<file path="src/rtl/rf_arb_pkg.sv">
// Shared constants and types for the register-file write arbiter.
package rf_arb_pkg;

    localparam int unsigned DEPTH_DEFAULT        = 2;
    localparam int unsigned STARVE_LIMIT_DEFAULT = 4;
    localparam int unsigned ADDR_W               = 5;
    localparam int unsigned DATA_W               = 32;

    // One queued MDU write; valid drops when a newer WB write hits the same register.
    typedef struct packed {
        logic              valid;
        logic [ADDR_W-1:0] addr;
        logic [DATA_W-1:0] data;
    } rf_entry_t;

    // Owner of the register-file write port in the current cycle.
    typedef enum logic [1:0] {
        GNT_NONE,
        GNT_WB,
        GNT_HEAD
    } grant_e;

    function automatic logic [31:0] addr_onehot(input logic [ADDR_W-1:0] a);
        return 32'(1) << a;
    endfunction

endpackage

</file>
<file path="src/rtl/rf_write_arbiter_if.sv">
// Request/response bundle between the pipeline/MDU side and the write arbiter.
interface rf_write_arbiter_if;
    import rf_arb_pkg::*;

    logic              wb_valid;
    logic [ADDR_W-1:0] wb_addr;
    logic [DATA_W-1:0] wb_data;
    logic              mdu_valid;
    logic [ADDR_W-1:0] mdu_addr;
    logic [DATA_W-1:0] mdu_data;
    logic              mdu_ready;
    logic              rf_write;
    logic [ADDR_W-1:0] rf_waddr;
    logic [DATA_W-1:0] rf_wdata;
    logic [31:0]       busy_mask;
    logic              stall_req;

    modport master (
        output wb_valid, wb_addr, wb_data,
        output mdu_valid, mdu_addr, mdu_data,
        input  mdu_ready,
        input  rf_write, rf_waddr, rf_wdata,
        input  busy_mask, stall_req
    );

    modport slave (
        input  wb_valid, wb_addr, wb_data,
        input  mdu_valid, mdu_addr, mdu_data,
        output mdu_ready,
        output rf_write, rf_waddr, rf_wdata,
        output busy_mask, stall_req
    );

endinterface

</file>
<file path="src/rtl/rf_arb_queue.sv">
// FIFO of pending MDU writes with invalidate-by-address and a registered busy mask.
module rf_arb_queue
    import rf_arb_pkg::*;
#(
    parameter int unsigned DEPTH = DEPTH_DEFAULT
) (
    input  logic              clk,
    input  logic              rst,
    input  logic              enq_i,
    input  logic [ADDR_W-1:0] enq_addr_i,
    input  logic [DATA_W-1:0] enq_data_i,
    input  logic              pop_i,
    input  logic              inv_i,
    input  logic [ADDR_W-1:0] inv_addr_i,
    output rf_entry_t         head_o,
    output logic              full_o,
    output logic              empty_o,
    output logic [31:0]       busy_mask_o
);

    // DEPTH is a power of two, so pointers wrap by natural overflow.
    localparam int unsigned PW = (DEPTH > 1) ? $clog2(DEPTH) : 1;
    localparam int unsigned CW = $clog2(DEPTH + 1);

    rf_entry_t     entries_q [DEPTH];
    rf_entry_t     entries_d [DEPTH];
    logic [PW-1:0] rd_ptr_q, rd_ptr_d;
    logic [PW-1:0] wr_ptr_q, wr_ptr_d;
    logic [CW-1:0] count_q, count_d;
    logic [31:0]   busy_q, busy_d;

    assign full_o      = (count_q == CW'(DEPTH));
    assign empty_o     = (count_q == '0);
    assign head_o      = entries_q[rd_ptr_q];
    assign busy_mask_o = busy_q;

    // Next entry contents: invalidate matches, retire the head, then write the new tail.
    // The busy mask is derived from the next-state entries so it stays in step with them.
    always_comb begin
        for (int unsigned i = 0; i < DEPTH; i++) begin
            entries_d[PW'(i)] = entries_q[PW'(i)];
            if (inv_i && (entries_q[PW'(i)].addr == inv_addr_i)) begin
                entries_d[PW'(i)].valid = 1'b0;
            end
        end
        if (pop_i) begin
            entries_d[rd_ptr_q].valid = 1'b0;
        end
        if (enq_i) begin
            entries_d[wr_ptr_q] = '{valid: 1'b1, addr: enq_addr_i, data: enq_data_i};
        end
        busy_d = '0;
        for (int unsigned i = 0; i < DEPTH; i++) begin
            if (entries_d[PW'(i)].valid) begin
                busy_d = busy_d | addr_onehot(entries_d[PW'(i)].addr);
            end
        end
    end

    // Pointer and occupancy update; a simultaneous push and pop leaves the count unchanged.
    always_comb begin
        rd_ptr_d = pop_i ? rd_ptr_q + PW'(1) : rd_ptr_q;
        wr_ptr_d = enq_i ? wr_ptr_q + PW'(1) : wr_ptr_q;
        count_d  = count_q;
        unique case ({enq_i, pop_i})
            2'b10:   count_d = count_q + CW'(1);
            2'b01:   count_d = count_q - CW'(1);
            default: count_d = count_q;
        endcase
    end

    // Queue state register; reset discards every pending entry.
    always_ff @(posedge clk or posedge rst) begin
        if (rst) begin
            for (int unsigned i = 0; i < DEPTH; i++) begin
                entries_q[PW'(i)] <= '0;
            end
            rd_ptr_q <= '0;
            wr_ptr_q <= '0;
            count_q  <= '0;
            busy_q   <= '0;
        end else begin
            for (int unsigned i = 0; i < DEPTH; i++) begin
                entries_q[PW'(i)] <= entries_d[PW'(i)];
            end
            rd_ptr_q <= rd_ptr_d;
            wr_ptr_q <= wr_ptr_d;
            count_q  <= count_d;
            busy_q   <= busy_d;
        end
    end

endmodule

</file>
<file path="src/rtl/rf_write_arbiter.sv">
// Shares the single register-file write port between pipeline writeback and queued MDU results.
module rf_write_arbiter
    import rf_arb_pkg::*;
#(
    parameter int unsigned DEPTH        = DEPTH_DEFAULT,
    parameter int unsigned STARVE_LIMIT = STARVE_LIMIT_DEFAULT
) (
    input  logic               clk,
    input  logic               rst,
    rf_write_arbiter_if.slave  bus
);

    localparam int unsigned SW = $clog2(STARVE_LIMIT + 1);

    grant_e        gnt;
    rf_entry_t     head;
    logic          full;
    logic          empty;
    logic          wb_hit;
    logic          pop;
    logic          enq;
    logic [SW-1:0] starve_q, starve_d;

    assign wb_hit        = bus.wb_valid && (bus.wb_addr != '0);
    assign pop           = (gnt == GNT_HEAD);
    assign bus.mdu_ready = !full;
    // Address-0 handshakes are accepted but never stored.
    assign enq           = bus.mdu_valid && !full && (bus.mdu_addr != '0);
    assign bus.stall_req = (starve_q == SW'(STARVE_LIMIT));

    rf_arb_queue #(
        .DEPTH (DEPTH)
    ) u_queue (
        .clk         (clk),
        .rst         (rst),
        .enq_i       (enq),
        .enq_addr_i  (bus.mdu_addr),
        .enq_data_i  (bus.mdu_data),
        .pop_i       (pop),
        .inv_i       (gnt == GNT_WB),
        .inv_addr_i  (bus.wb_addr),
        .head_o      (head),
        .full_o      (full),
        .empty_o     (empty),
        .busy_mask_o (bus.busy_mask)
    );

    // Port grant: writeback first, then the queue head; nothing while reset is held.
    always_comb begin
        gnt = GNT_NONE;
        if (!rst) begin
            if (wb_hit) begin
                gnt = GNT_WB;
            end else if (!empty) begin
                gnt = GNT_HEAD;
            end
        end
    end

    // Write-port mux; an invalidated head is retired silently with the port idle.
    always_comb begin
        bus.rf_write = 1'b0;
        bus.rf_waddr = '0;
        bus.rf_wdata = '0;
        unique case (gnt)
            GNT_WB: begin
                bus.rf_write = 1'b1;
                bus.rf_waddr = bus.wb_addr;
                bus.rf_wdata = bus.wb_data;
            end
            GNT_HEAD: begin
                if (head.valid) begin
                    bus.rf_write = 1'b1;
                    bus.rf_waddr = head.addr;
                    bus.rf_wdata = head.data;
                end
            end
            default: begin
            end
        endcase
    end

    // Starve counter next state: counts cycles a waiting head is passed over, saturating.
    always_comb begin
        starve_d = starve_q;
        if (empty || pop) begin
            starve_d = '0;
        end else if (starve_q != SW'(STARVE_LIMIT)) begin
            starve_d = starve_q + SW'(1);
        end
    end

    // Starve counter register.
    always_ff @(posedge clk or posedge rst) begin
        if (rst) begin
            starve_q <= '0;
        end else begin
            starve_q <= starve_d;
        end
    end

endmodule

</file>
<file path="src/flat_wrapper.sv">
// flat-port wrapper written by rule: the top's interface ports become plain ports
module rf_write_arbiter_flat import rf_arb_pkg::*;
#(
    parameter int unsigned DEPTH        = DEPTH_DEFAULT,
    parameter int unsigned STARVE_LIMIT = STARVE_LIMIT_DEFAULT
)
  (clk, rst, bus_wb_valid, bus_wb_addr, bus_wb_data, bus_mdu_valid, bus_mdu_addr, bus_mdu_data, bus_mdu_ready, bus_rf_write, bus_rf_waddr, bus_rf_wdata, bus_busy_mask, bus_stall_req);
  rf_write_arbiter_if bus_i ();
  input  logic clk;
  input  logic rst;
  input wire logic [$bits(bus_i.wb_valid)-1:0] bus_wb_valid;
  input wire logic [$bits(bus_i.wb_addr)-1:0] bus_wb_addr;
  input wire logic [$bits(bus_i.wb_data)-1:0] bus_wb_data;
  input wire logic [$bits(bus_i.mdu_valid)-1:0] bus_mdu_valid;
  input wire logic [$bits(bus_i.mdu_addr)-1:0] bus_mdu_addr;
  input wire logic [$bits(bus_i.mdu_data)-1:0] bus_mdu_data;
  output wire logic [$bits(bus_i.mdu_ready)-1:0] bus_mdu_ready;
  output wire logic [$bits(bus_i.rf_write)-1:0] bus_rf_write;
  output wire logic [$bits(bus_i.rf_waddr)-1:0] bus_rf_waddr;
  output wire logic [$bits(bus_i.rf_wdata)-1:0] bus_rf_wdata;
  output wire logic [$bits(bus_i.busy_mask)-1:0] bus_busy_mask;
  output wire logic [$bits(bus_i.stall_req)-1:0] bus_stall_req;
  assign bus_i.wb_valid = bus_wb_valid;
  assign bus_i.wb_addr = bus_wb_addr;
  assign bus_i.wb_data = bus_wb_data;
  assign bus_i.mdu_valid = bus_mdu_valid;
  assign bus_i.mdu_addr = bus_mdu_addr;
  assign bus_i.mdu_data = bus_mdu_data;
  assign bus_mdu_ready = bus_i.mdu_ready;
  assign bus_rf_write = bus_i.rf_write;
  assign bus_rf_waddr = bus_i.rf_waddr;
  assign bus_rf_wdata = bus_i.rf_wdata;
  assign bus_busy_mask = bus_i.busy_mask;
  assign bus_stall_req = bus_i.stall_req;
  rf_write_arbiter #(.DEPTH(DEPTH), .STARVE_LIMIT(STARVE_LIMIT)) u_core (.clk(clk), .rst(rst), .bus(bus_i));
endmodule
</file>
<file path="config.mk">
export PLATFORM = sky130hd
export DESIGN_NAME = rf_write_arbiter_flat
export DESIGN_NICKNAME = d
export VERILOG_FILES = /design/src/rtl/rf_arb_pkg.sv /design/src/rtl/rf_write_arbiter_if.sv /design/src/rtl/rf_arb_queue.sv /design/src/rtl/rf_write_arbiter.sv /design/src/flat_wrapper.sv
export SDC_FILE = /design/constraint.sdc
export NUM_CORES = 1
export LEC_CHECK = 0
export ABC_AREA = 1
export ABC_CLOCK_PERIOD_IN_PS = 3450
export CORE_MARGIN = 8
export CORE_UTILIZATION = 30
export CTS_BUF_LIST = sky130_fd_sc_hd__clkbuf_16
export DETAILED_ROUTE_END_ITERATION = 8
export PLACE_DENSITY_LB_ADDON = 0.25
export SLEW_MARGIN = 0
export SYNTH_ARGS = -nofsm -noshare
export SYNTH_HDL_FRONTEND = slang
export SYNTH_HIERARCHICAL = 1
export SYNTH_SLANG_ARGS = --single-unit
</file>
<file path="constraint.sdc">
create_clock -name clk -period 3.45 [get_ports clk]
set_clock_uncertainty 0.05 [all_clocks]
set_input_delay 0.69 -clock clk [delete_from_list [all_inputs] [get_ports clk]]
set_output_delay 0.69 -clock clk [all_outputs]
set_load 0.02 [all_outputs]
</file>
==> results.md, run 1 <==
Outcome:
- The run finished with clean final reports.

Yosys:
- Among all flip-flop cells after synthesis, the most frequent one is sky130_fd_sc_hd__dfrtp_1.
- After synthesis, the share of flip-flops with an asynchronous set or reset is 1.000.
- Of the total synthesized cell area, the portion taken by full adders, half adders and majority gates is 0.009522.
- Ranked by instance count, the synthesized netlist is headed by sky130_fd_sc_hd__nand2_1 (394), sky130_fd_sc_hd__dfrtp_1 (115), sky130_fd_sc_hd__nor2_1 (78), sky130_fd_sc_hd__o21ai_0 (74), sky130_fd_sc_hd__inv_1 (65).
- The number of standard cells after synthesis is about 920.
- In this run, synthesis produced a sequential element count of 115.
- The number of nets in the synthesized netlist is 1002.
- The number of synthesis warnings is 6.
- The cell type contributing the most total cell area after synthesis is sky130_fd_sc_hd__dfrtp_1.
- Ranked by total cell area, the synthesized netlist is headed by sky130_fd_sc_hd__dfrtp_1 (44%), sky130_fd_sc_hd__nand2_1 (23%), sky130_fd_sc_hd__o21ai_0 (5.6%).
- The multiplexer share of the synthesized area is 0.
- The combinational family with the most area after synthesis is simple AND/OR/NAND/NOR gates.
- The simple-gate portion of the synthesized area is 0.3552.
- The synthesized design contains 0 enable-type register cells.
- Of the synthesized area, sequential elements account for 0.4380.
- After synthesis, the netlist uses 34 different library cells.
- The post-synthesis xor/xnor area fraction is 0.003999.
- The share of synthesized area in the top cell type comes to 0.4380.
- After synthesis the cells add up to 6570 sq um.
- The library cell with the highest instance count after synthesis is sky130_fd_sc_hd__nand2_1.
- The synthesized-area fraction occupied by ao, oa, aoi and oai cells is 0.1036.
- The post-synthesis average cell area is roughly 7 sq um.

Drt:
- After the first detailed-routing iteration, the DRC count stood at between 300 and 400.
- The first TritonRoute pass finished after 5 iterations.
- In the routed layout, each cell is associated on average with a via count of between 4 and 5.
- The via total after detailed routing is 6036.
- The number of nets still failing antenna checks after routing is 0.
- After detailed routing, the average wire length per cell comes to 14.16 um.
- The total detailed-routing wirelength is approximately 19000 um.
- In the routed design, unresolved DRC markers number 0.

Placed design:
- The placed instances occupy a cell area of about 8400 sq um.
- The last weighted congestion value of the routability-driven placer is about 0.84.
- The final HPWL from detailed placement is roughly 14000 um.
- The number of buffers inserted by port buffering is roughly 150.
- Including well taps, the total number of placed cells is around 1300.
- OpenSTA, run right after detailed placement, puts the worst setup slack at -0.3449 ns.

Min path:
- The count of cells along the worst hold path is 2.
- In this run the worst hold path is classified as reg2reg.
- In this run the most critical hold path is launched from u_core/u_queue/entries_q[28].

Cells and area:
- The area added between synthesis and finish is 33.80%.
- The antenna diode instance count is 0.
- The finished layout holds 1356 standard cells, fillers aside.
- Summing all non-filler instances in the final layout gives an area of approximately 9000 sq um.
- The ratio of cells with drive above 1 in the final layout is 0.1459.
- The net count of the finished layout is ~1100.

Power and ir drop:
- The switching portion of total power is 0.4389.
- Power spread over the standard cell area amounts to roughly 800 nW/um^2.
- Of the total power, the clock network draws 0.237.
- The leakage power is roughly 4.3 nW.
- Of the total power, combinational logic draws 0.447.
- The internal power of the cells totals 0.003940 W.
- The post-route total power is ~0.0070 W.
- The analysis attributes to net switching a power of just over 0.003 W.
- The share of total power dissipated in sequential elements is 0.316.
- The maximum vdd ir drop is ~0.44 mV.

Global route:
- The wire length of the first global-routing pass is 31230 um.
- The number of antenna violations at the first check in global routing came to 0.
- The number of global-route vias before repair came to ~6000.
- The overall routing resource usage is 0.1470.
- Entering global routing, the biggest net connects between 60 and 70 pins.
- The global route total overflow is 0.

Clock network:
- The hold buffer count at cts is 0.
- The H-tree was split into 4 levels.
- TritonCTS built the clock tree.
- The post-CTS setup repair buffer count is 0.
- The clock passes through at most 2 buffers.
- The root buffer cell chosen for the clock tree is sky130_fd_sc_hd__clkbuf_16.
- Counting every sink on the clock net gives 115.
- In this run, CTS created clock tree buffers numbering 17.
- The clock latency on the worst-skew pair is between 0.4 and 0.5 ns.
- Clock-pin slew was measured on the worst setup and hold paths at ~0.060 ns.

Timing:
- The relative slew slack is 0.5745.
- The max-slew violation count is 0.
- Setup repair after global routing left no endpoint under its margin.
- Final hold analysis gives a worst-case slack of around 0.43 ns.
- The portion of the clock cycle consumed by the worst path in the final layout is 0.9543.
- Static timing analysis puts the maximum clock frequency at between 300 and 400 MHz.
- The worst path in the final design needs a cycle of approximately 3.3 ns, including I/O delays and setup.
- At the pin with the least slew margin, the transition time is 0.6369 ns.
- The number of failing setup endpoints in the final timing report is 0.
- Once routing completed, OpenROAD measured the worst setup slack at roughly 0.16 ns.
- The hold violation total from the final report was 0.

Floorplan:
- The die span in y is between 150 and 200 um.
- The die covers 26890 sq um.
- 150 I/O pins were placed.
- The total number of placement rows is 54.
- For this configuration, the core starts out at a cell density of 0.3029.
- The area inside the core boundary is between 20000 and 25000 sq um.
- The die is 164.0 um wide.

Setup path:
- Data on the critical path is required at its endpoint by about 2.7 ns.
- The highest fanout seen on the critical path is 20.
- The launch point of the critical path is rst.
- The critical path is of the in2out type.
- The source of the worst register-to-register timing path is u_core/u_queue/count_q[0].
- The type of element launching the critical path is an input pin.
- Data arrives at the worst endpoint at 2.55 ns.
- STA classifies the critical path endpoint as a primary output.
- The number of cells on the worst reg-to-reg path is 11.

Run:
- The number of max-capacitance violations reported is 0.
placed cells by master, fill, tap and decap left out, types with 3 or more instances in the layout:
master                              n
sky130_fd_sc_hd__nand2_1          394
sky130_fd_sc_hd__dfrtp_1          114
sky130_fd_sc_hd__clkdlybuf4s50_1  110
sky130_fd_sc_hd__nor2_1            78
sky130_fd_sc_hd__o21ai_0           74
sky130_fd_sc_hd__inv_1             64
sky130_fd_sc_hd__a21oi_1           30
sky130_fd_sc_hd__clkbuf_2          26
sky130_fd_sc_hd__nand3_1           26
sky130_fd_sc_hd__nand2_2           22
sky130_fd_sc_hd__buf_4             20
sky130_fd_sc_hd__clkbuf_16         17
sky130_fd_sc_hd__a21oi_2           10
sky130_fd_sc_hd__nand4_1            9
sky130_fd_sc_hd__nand2_4            8
sky130_fd_sc_hd__buf_12             6
sky130_fd_sc_hd__nor3_1             6
sky130_fd_sc_hd__nor2_2             6
sky130_fd_sc_hd__clkinv_4           5
sky130_fd_sc_hd__clkinvlp_4         5
sky130_fd_sc_hd__clkdlybuf4s15_2    5
sky130_fd_sc_hd__buf_2              4
sky130_fd_sc_hd__ha_1               4
sky130_fd_sc_hd__inv_6              3
sky130_fd_sc_hd__inv_2              3
sky130_fd_sc_hd__o21ai_4            3
critical path, stage by stage:
cell,delay (ns)
sky130_fd_sc_hd__clkdlybuf4s50_1,0.48
sky130_fd_sc_hd__nor2_1,0.18
sky130_fd_sc_hd__inv_1,0.06
sky130_fd_sc_hd__a21oi_1,0.13
sky130_fd_sc_hd__ha_1,0.18
sky130_fd_sc_hd__nand2_1,0.07
sky130_fd_sc_hd__inv_2,0.11
sky130_fd_sc_hd__buf_12,0.17
sky130_fd_sc_hd__nand2_2,0.06
sky130_fd_sc_hd__a21oi_2,0.10
sky130_fd_sc_hd__clkdlybuf4s15_1,0.31
layer usage:
metal  global-route usage  vias up  routed length, um
li1                     -     3136                  -
met4              0.05537        0                238
met2               0.2414      133               9076
met3              0.03659       15               1038
met5                    0        -                  0
met1               0.1837     2752               8847
cell families (layout without fill, tap and decap cells):
kind of cell / count (synthesis) / count (layout)
xor gates and xnor gates: 3 / 3
AOI/OAI and AO/OA: 120 / 120
buffers and inverters: 120 / 277
adders and majority gates: 5 / 5
DFF: 115 / 115
and+or+nand+nor: 556 / 556
stage by stage:
step	util	setup TNS, ns
floorplan	-	0
global placement	0.3858	-8.111
detailed placement	0.3858	-10.23
CTS	0.4110	0
global route	0.4053	0
finish	0.4053	0
sequential cells by signal, indices dropped and copies added, names as in the netlist:
register / flops
u_core/u_queue/entries_q: 76
u_core/u_queue/busy_mask_o: 32
u_core/starve_q: 3
u_core/u_queue/count_q: 2
u_core/u_queue/rd_ptr_q: 1
u_core/u_queue/wr_ptr_q: 1
repair_timing:
item                                    CTS  global route
resized for setup                        65            50
endpoints found under the setup margin   37            37
cloned                                    0             0
area by class of cell:
type	count	area, sq um
Multi-Input combinational cell	684	3110
Clock buffer	17	425.4
Sequential cell	115	2879
Fill cell	2288	12900
Inverter	70	274.0
Timing Repair Buffer	175	1617
Tap cell	280	350.3
Clock inverter	15	135.1
worst paths after layout:
path,end,slack (ns)
max,bus_rf_wdata[29],0.16
min,u_core/u_queue/entries_q[28],0.43
max reg2reg,u_core/u_queue/busy_mask_o[28],0.99
min reg2reg,u_core/u_queue/entries_q[28],0.43
max in group asynchronous,u_core/u_queue/busy_mask_o[27],1.76
min in group asynchronous,u_core/starve_q[2],0.64
power groups by stage:
stage / logic, W / clock network [W] / registers (W)
2_1_floorplan: 0.00221 / 0 / 0.00226
3_3_place_gp: 0.00321 / 0 / 0.00222
3_5_place_dp: 0.00321 / 0 / 0.00223
4_1_cts: 0.00320 / 0.00171 / 0.00222
5_1_grt: 0.00355 / 0.00176 / 0.00229
6_report: 0.00314 / 0.00167 / 0.00222
(Power assumes the default switching activity.)
==> run 2: changes to the inputs <==
GPL_ROUTABILITY_DRIVEN = 0   (was not set)
==> results of run 2 <==
The final DEF is identical to that of run 1; final timing and power are the same.
